File: src/rtl/dct_pkg.sv
// Shared types and default sizes for the DCT engine sharing arbiter.
package dct_pkg;

  localparam int unsigned BLK     = 8;
  localparam int unsigned TIMEOUT = 64;
  localparam int unsigned DW_IN   = 8;
  localparam int unsigned DW_OUT  = 10;

  typedef logic [DW_IN-1:0]  pix_t;
  typedef logic [DW_OUT-1:0] coef_t;

  typedef enum logic [1:0] {IDLE, FEED, DRAIN} state_t;

endpackage

File: src/rtl/dct_rr_pick2.sv
// Combinational two-way round-robin pick; the pointer register is held by the parent.
module dct_rr_pick2 (
  input  logic [1:0] i_req,
  input  logic       i_ptr,
  output logic       o_any,
  output logic       o_owner
);

  always_comb begin
    o_any = |i_req;
    unique case (i_req)
      2'b01:   o_owner = 1'b0;
      2'b10:   o_owner = 1'b1;
      2'b11:   o_owner = i_ptr;
      default: o_owner = 1'b0;
    endcase
  end

endmodule

File: src/rtl/dct_share_arb.sv
// Burst-atomic round-robin arbiter sharing one DCT engine between two requesters,
// with a watchdog that releases the engine when the owner or the DCT stalls.
module dct_share_arb
  import dct_pkg::*;
#(
  parameter int unsigned BLK     = dct_pkg::BLK,
  parameter int unsigned TIMEOUT = dct_pkg::TIMEOUT,
  parameter int unsigned DW_IN   = dct_pkg::DW_IN,
  parameter int unsigned DW_OUT  = dct_pkg::DW_OUT
) (
  input  logic              clk,
  input  logic              rst_n,
  input  logic              i_req0,
  input  logic              i_req1,
  input  logic              i_in_valid0,
  input  logic              i_in_valid1,
  input  logic [DW_IN-1:0]  i_in_data0,
  input  logic [DW_IN-1:0]  i_in_data1,
  output logic              o_gnt0,
  output logic              o_gnt1,
  output logic              o_dct_in_valid,
  output logic [DW_IN-1:0]  o_dct_in_data,
  input  logic              i_dct_out_valid,
  input  logic [DW_OUT-1:0] i_dct_out_data,
  output logic              o_out_valid0,
  output logic              o_out_valid1,
  output logic [DW_OUT-1:0] o_out_data0,
  output logic [DW_OUT-1:0] o_out_data1,
  output logic              o_err
);

  localparam int unsigned CW = $clog2(BLK + 1);
  localparam int unsigned WW = $clog2(TIMEOUT + 1);
  localparam logic [CW-1:0] LastCnt = CW'(BLK - 1);
  localparam logic [WW-1:0] LastWdg = WW'(TIMEOUT - 1);

  state_t            r_state;
  logic              r_owner;
  logic              r_rr;
  logic [CW-1:0]     r_cnt;
  logic [WW-1:0]     r_wdog;
  logic              r_gnt0;
  logic              r_gnt1;
  logic              r_dct_in_valid;
  logic [DW_IN-1:0]  r_dct_in_data;
  logic              r_out_valid0;
  logic              r_out_valid1;
  logic [DW_OUT-1:0] r_out_data0;
  logic [DW_OUT-1:0] r_out_data1;
  logic              r_err;

  logic              w_any;
  logic              w_pick;
  logic              w_own_valid;
  logic [DW_IN-1:0]  w_own_data;

  dct_rr_pick2 u_pick (
    .i_req   ({i_req1, i_req0}),
    .i_ptr   (r_rr),
    .o_any   (w_any),
    .o_owner (w_pick)
  );

  assign w_own_valid = r_owner ? i_in_valid1 : i_in_valid0;
  assign w_own_data  = r_owner ? i_in_data1  : i_in_data0;

  always_ff @(posedge clk or negedge rst_n) begin
    if (!rst_n) begin
      r_state        <= IDLE;
      r_owner        <= 1'b0;
      r_rr           <= 1'b0;
      r_cnt          <= '0;
      r_wdog         <= '0;
      r_gnt0         <= 1'b0;
      r_gnt1         <= 1'b0;
      r_dct_in_valid <= 1'b0;
      r_dct_in_data  <= '0;
      r_out_valid0   <= 1'b0;
      r_out_valid1   <= 1'b0;
      r_out_data0    <= '0;
      r_out_data1    <= '0;
      r_err          <= 1'b0;
    end else begin
      r_err          <= 1'b0;
      r_dct_in_valid <= 1'b0;
      r_out_valid0   <= 1'b0;
      r_out_valid1   <= 1'b0;
      unique case (r_state)
        IDLE: begin
          // Coefficients with no burst in DRAIN are dropped and flagged.
          if (i_dct_out_valid) r_err <= 1'b1;
          if (w_any) begin
            r_owner <= w_pick;
            r_gnt0  <= ~w_pick;
            r_gnt1  <= w_pick;
            r_cnt   <= '0;
            r_wdog  <= '0;
            r_state <= FEED;
          end
        end
        FEED: begin
          if (i_dct_out_valid) r_err <= 1'b1;
          if (w_own_valid) begin
            r_dct_in_valid <= 1'b1;
            r_dct_in_data  <= w_own_data;
            r_wdog         <= '0;
            if (r_cnt == LastCnt) begin
              r_cnt   <= '0;
              r_state <= DRAIN;
            end else begin
              r_cnt <= r_cnt + 1'b1;
            end
          end else if (r_wdog == LastWdg) begin
            r_err   <= 1'b1;
            r_gnt0  <= 1'b0;
            r_gnt1  <= 1'b0;
            r_rr    <= ~r_owner;
            r_cnt   <= '0;
            r_wdog  <= '0;
            r_state <= IDLE;
          end else begin
            r_wdog <= r_wdog + 1'b1;
          end
        end
        DRAIN: begin
          if (i_dct_out_valid) begin
            if (r_owner) begin
              r_out_valid1 <= 1'b1;
              r_out_data1  <= i_dct_out_data;
            end else begin
              r_out_valid0 <= 1'b1;
              r_out_data0  <= i_dct_out_data;
            end
            r_wdog <= '0;
            if (r_cnt == LastCnt) begin
              r_cnt   <= '0;
              r_gnt0  <= 1'b0;
              r_gnt1  <= 1'b0;
              r_rr    <= ~r_owner;
              r_state <= IDLE;
            end else begin
              r_cnt <= r_cnt + 1'b1;
            end
          end else if (r_wdog == LastWdg) begin
            r_err   <= 1'b1;
            r_gnt0  <= 1'b0;
            r_gnt1  <= 1'b0;
            r_rr    <= ~r_owner;
            r_cnt   <= '0;
            r_wdog  <= '0;
            r_state <= IDLE;
          end else begin
            r_wdog <= r_wdog + 1'b1;
          end
        end
        default: r_state <= IDLE;
      endcase
    end
  end

  assign o_gnt0         = r_gnt0;
  assign o_gnt1         = r_gnt1;
  assign o_dct_in_valid = r_dct_in_valid;
  assign o_dct_in_data  = r_dct_in_data;
  assign o_out_valid0   = r_out_valid0;
  assign o_out_valid1   = r_out_valid1;
  assign o_out_data0    = r_out_data0;
  assign o_out_data1    = r_out_data1;
  assign o_err          = r_err;

endmodule

File: config.mk
export PLATFORM = sky130hd
export DESIGN_NAME = dct_share_arb
export DESIGN_NICKNAME = d
export VERILOG_FILES = /design/src/rtl/dct_pkg.sv /design/src/rtl/dct_rr_pick2.sv /design/src/rtl/dct_share_arb.sv
export SDC_FILE = /design/constraint.sdc
export NUM_CORES = 1
export LEC_CHECK = 0
export BUFFER_PORTS_ARGS = -buffer_cell sky130_fd_sc_hd__buf_2
export CELL_PAD_IN_SITES_DETAIL_PLACEMENT = 1
export CELL_PAD_IN_SITES_GLOBAL_PLACEMENT = 2
export CORE_MARGIN = 4
export CORE_UTILIZATION = 31
export CTS_CLUSTER_SIZE = 16
export DETAILED_ROUTE_END_ITERATION = 12
export PLACE_DENSITY_LB_ADDON = 0.1
export SKIP_LAST_GASP = 1
export SYNTH_ARGS = -nofsm -noshare
export SYNTH_HDL_FRONTEND = slang
export SYNTH_SLANG_ARGS = --single-unit
File: constraint.sdc
create_clock -name clk -period 2 [get_ports clk]
set_input_delay 0.1 -clock clk [delete_from_list [all_inputs] [get_ports clk]]
set_output_delay 0.1 -clock clk [all_outputs]
set_load 0.05 [all_outputs]
# --- Yosys cells after proc, flatten, opt, wreduce, memory -nomap -nowiden ---
# Cells that the tools add are included.
totals:
  mem_bits_ro: 0
  memories: 0
  latch_bits: 0
  wordCells: 91
  ramBits: 0
  register_bits: 49
  inputBits: 33
classes:
  addsub: 2
  div: 0
  bitwise_logic: 2
  magnitude_cmp: 0
  reduce_logical: 12
  mul: 0
  n_shift: 0
  mux: 51
  n_eq_ne: 10
ops:
  columns: ["op", "n"]
  rows:
  - ["7-bit two-way mux", 4]
  - ["1-bit two-way mux", 27]
  - ["7-bit one-hot mux with 3 select lines", 1]
  - ["4-bit two-way mux", 5]
  - ["2-bit two-way mux", 6]
  - ["4-bit one-hot mux with 3 select lines", 1]
  - ["3-bit AND reduction", 4]
  - ["1-bit one-hot mux with 3 select lines", 3]
  - ["8-bit two-way mux", 1]
  - ["7-bit by 1-bit adder with 7-bit output (second input constant)", 1]
  - ["7-bit by 6-bit equality test with 1-bit output (second input constant)", 1]
  - ["2-bit equality test (second input constant)", 3]
  - ["3-bit inequality test (second input constant)", 2]
  - ["2-bit one-hot mux with 3 select lines", 1]
  - ["2-bit AND reduction", 3]
  - ["4-bit by 1-bit adder with 4-bit output (second input constant)", 1]
  - ["4-bit by 3-bit equality test with 1-bit output (second input constant)", 1]
  - ["1-bit one-hot mux with 2 select lines", 2]
  - ["4-bit AND reduction", 1]
  - ["3-bit nonzero test", 1]
  - ["2-bit by 1-bit equality test with 1-bit output (second input constant)", 1]
  - ["2-bit logical NOT", 1]
  - ["2-bit by 1-bit inequality test with 1-bit output (second input constant)", 1]
  - ["2-bit inequality test (second input constant)", 1]
  - ["3 further kinds", 4]

# --- Longest topological paths before layout ---
logic_depth:
  ltp_word: 5
  ltp_mapped: 8

# --- Cells and area by module ---
# Synthesis repeated with hierarchy kept, for this count alone.
unflattened:
  hier_cells: 224
  hier_area_um2: 2311.0
modules_own_cells:
  columns: ["mod", "cells_per_inst", "instances", "area_each_um2"]
  rows:
  - ["dct_share_arb", 221, 1, 2293.4]
  - ["dct_rr_pick2", 3, 1, 17.5]

# --- Least setup slack after synthesis ---
# No wires, ideal clock.
synth_timing:
  kind: "register to register"
  start: "register r_state[0]"
  end: "register r_gnt1 (netlist: o_gnt1)"
  setup_ps: 68
  stages_incl_launch_ff: 8
  period_less_slack_ps: 1727
  n_path_buf: 1
  setup_slack_ps: 273
  arrival_ps: 1659
  cell_sequence: "dfrtp_1 -> inv_1 -> ha_1 -> nor3b_2 -> or2_2 -> buf_2 -> nor4_4 -> a32o_1"
synth_via:
  elab_chain_len: 3
  elab_cells_between_ends: 9
synth_rtl:
  columns: ["element", "line", "rtl"]
  rows:
  - ["start, declared", "dct_share_arb.sv:37", "state_t r_state;"]
  - ["start signal, assigned", "dct_share_arb.sv:69", "r_state <= IDLE;"]
  - ["start signal, assigned", "dct_share_arb.sv:98", "r_state <= FEED;"]
  - ["start signal, assigned", "dct_share_arb.sv:109", "r_state <= DRAIN;"]
  - ["2-bit equality test (tied with other cells)", "dct_share_arb.sv:88", "unique case (r_state)"]
  - ["3-bit inequality test (no line) (tied with other cells)", null, null]
  - ["4-bit AND reduction (no line)", null, null]
  - ["end signal, assigned", "dct_share_arb.sv:95", "r_gnt1 <= w_pick;"]
  - ["end, declared", "dct_share_arb.sv:43", "logic r_gnt1;"]
# Several ways; a longest one is shown, not always the timed one.
# A chain may end at the register's enable or synchronous reset.

# --- Final worst setup path ---
layout_timing:
  start: "register r_state[0]"
  end: "register r_cnt[1]"
layout_via:
  elab_chain_len: 3
  elab_cells_between_ends: 7
layout_rtl:
  columns: ["element", "line", "rtl"]
  rows:
  - ["2-bit equality test (tied with other cells)", "dct_share_arb.sv:88", null]
  - ["3-bit nonzero test (no line) / 2-bit by 1-bit inequality test with 1-bit output (equally long branches)", null, null]
  - ["2-bit AND reduction (no line)", null, null]
  - ["end signal, assigned", "dct_share_arb.sv:111", "r_cnt <= r_cnt + 1'b1;"]
  - ["end signal, assigned", "dct_share_arb.sv:142", "r_cnt <= r_cnt + 1'b1;"]
  - ["end, declared", "dct_share_arb.sv:40", "logic [CW-1:0] r_cnt;"]
# Several ways; a longest one is shown, not always the timed one.

==> results.md <==
* TritonCTS Sinks at 49
* Worst-path maximum fanout at 7
* CTS Root Cell: clkbuf_8
* Worst R2R Start: r_state[0]
* Vias in the first global route at between 1.5k and 2k
* CP Capture Type: flip-flop
* Max VDD drop at 0.000336 V
* Worst setup margin at roughly 150 ps
* Drt initial violations at 27
* Mapped Area at 2290 um^2
* NetSw at 1.31 mW
* Die W at 93.9 um
* Layout cell share with drive strength beyond 1 at 32.9%
* Via count at approximately 1.8k
* Skew-Pair Late Insertion Delay at roughly 300 ps
* Post-CTS setup buffer count at 0
* Register area share after synthesis at approximately 54%
* RSZ-0062 raised after global routing: false
* Vias per cell at approximately 4.6
* Gr usage total at about 14%
* Num CTS Buffers at 5
* Die area at slightly below 9000 um^2
* Final nets at 333
* Outcome: finished, final reports clean
* Hold Crit Class: in -> reg
* Area growth syn-to-layout at 27.1%
* Multi-input logic area at slightly below 1000 um^2
* Int Pwr at between 1.5 and 2 mW
* Total gr overflow at 0
* Drt drc at 0
* Final Util at just over 40%
* Worst relative slew slack at a little over 60%
* DR WL met3 at ~250 um
* Ys async rst share at 100%
* Reg-to-reg endpoint: r_cnt[1]
* Fin Hold WS at about 6.4 ps
* Design area at 2910 um^2
* Die H at around 94 um
* Post-synth EDFFs at 0
* Detail Route Antenna Nets at 0
* Top Ports at 67
* Crit share post-route at about 93%
* #FFs+latches synth at 49
* Worst Setup EP: r_cnt[1]
* Average size of a mapped cell at 10.4 um^2
* CP Launch Point: r_state[0]
* First-pass GRT wire length at roughly 9400 um
* Router iterations before antenna repair at 4
* Ys flop type: dfrtp_1
* WL per Instance at around 14 um
* Met2 Wirelength at ~2800 um
* Ant. Diodes at 0
* Area of the core at just over 7000 um^2
* Final Max Tran Viols at 0
* Comb pwr share at between 40% and 50%
* Placer congestion estimate at between 0.7 and 0.8
* Reg area at between 1000 and 1500 um^2
* Startpoint Class: flip-flop
* Minimum clock period at 1850 ps
* Htree depth at 2
* Area contributors post-synth: dfrtp_1, nand2_1, mux2_2
* Yosys warns at 0
* Req. time, crit path at about 2200 ps
* Share of the synthesized area in the top cell type at a little over half
* Synth area leader: dfrtp_1
* Top routing layer used: met4
* Setup TNS Final at 0 ps
* CTS max path bufs at 2
* Initial Utilization at 31.7%
* I/O Buffers at 66
* Routed wire length at approximately 5700 um
* CP Class: reg -> reg
* Clock power share at 19.4%
* Pwr/cell area at 1070 nW/um^2
* Mapped Cells at 220
* WP data arrival at approximately 2000 ps
* Non-Filler Instances at 394
* Flop2flop setup slack at 150 ps
* Worst-path clk slew at ~100 ps
* Worst-margin pin slew at around 570 ps
* Top cells by count, synth: dfrtp_1, nand2_1, o21ai_0
* Site Rows at 31
* F_max at 539 MHz
* Setup violations, final at 0
* Cells after DPL at 380
* Dpl ws at about 120 ps
* Initial antenna violation count at 0
* Final hold vios at 0
* Total Power at just over 3 mW
* Syn_nets at between 200 and 300
* Sw Ratio at around 42%
* Layout filler cell count at 857
* Setup Skew at just over 10 ps
* Post-synth cell types at 43
* Dpl cell area at 2750 um^2
* Sequential power share at about two fifths
* Pleak at ~1.5 nW
* Dpl hpwl at ~4400 um
* Largest net degree at the start of global routing at 28
* Reg2reg path depth at 6
* # Max-Cap Violations at 0
* CTS tree: yes
* WL met1 at 2640 um
## repair_timing
item,CTS,global route
endpoints found under the hold margin,27,0
endpoints found under the setup margin,0,9
hold buffers,6,0
resized for setup,0,3
## worst min-delay path by stage
| stage | start | to | slack (ps) | cells after the start |
|---|---|---|---|---|
| floorplan | rst_n | o_dct_in_data[0] | -200 | 0 |
| global placement | rst_n | o_dct_in_data[2] | 130 | 1 |
| detailed placement | rst_n | o_dct_in_data[2] | 140 | 1 |
| CTS | i_dct_out_data[3] | o_out_data0[3] | 0.4 | 3 |
| global route | i_dct_out_data[3] | o_out_data0[3] | 7 | 3 |
| finish | i_dct_out_data[3] | o_out_data0[3] | 6 | 3 |
## cell families (layout without fill, tap and decap cells)
logic type,count (synthesis),count (layout),synth area share (%)
AND/OR/NAND/NOR,84,84,17.5
flip-flops,49,49,53.6
AO/OA/AOI/OAI,36,36,11.0
buffers and inverters,21,96,3.77
multiplexers,20,20,9.29
adder cells (fa/ha/maj),6,6,3.28
XOR/XNOR,4,4,1.53
## metal layers
layer | vias to the layer above | GRT usage (%)
met5 | - | 0
met4 | 0 | 3.97
met3 | 7 | 2.88
met2 | 38 | 23.2
met1 | 875 | 17.3
li1 | 905 | -
## final cells by class
type | count | area share, %
well taps | 99 | 4.26
flip-flops and latches | 49 | 42.1
multi-input cells | 150 | 33.8
clock inverters | 3 | 0.860
clock buffers | 5 | 2.36
inverters | 12 | 1.68
repair buffers | 76 | 14.9
## power groups by stage
stage | clock [mW] | sequential [mW] | combinational [mW]
floorplan | 0 | 1.62 | 0.562
global placement | 0 | 1.25 | 1.26
detailed placement | 0 | 1.26 | 1.27
CTS | 0.638 | 1.24 | 1.29
global route | 0.676 | 1.26 | 1.37
finish | 0.603 | 1.24 | 1.27
## sequential cells by signal, summed over array words and instances, names as in the netlist, 2 cells and up
register and flops:
r_wdog 7, o_out_data1 10, r_cnt 4, r_state 2, o_out_data0 10, o_dct_in_data 8
## layout by cell type (no fill, tap or decap), drive strengths merged, types with 3 or more instances in the layout
| cell | count |
|---|---|
| mux2i | 10 |
| o21ai | 16 |
| nor2 | 9 |
| mux2 | 10 |
| buf | 70 |
| xnor2 | 4 |
| ha | 6 |
| or2 | 3 |
| nand2 | 49 |
| nor3 | 3 |
| dlygate4sd3 | 6 |
| nand3 | 6 |
| dfrtp | 49 |
| clkbuf | 5 |
| inv | 12 |
## worst max-delay path: stages, from the launching register on
cell     delay [ps]
dfrtp_1         420
inv_1           100
ha_1            250
nor3b_4         190
or2_2           370
a31oi_4         280
o22ai_1         130
No activity file was read; power rests on OpenSTA's default activity.
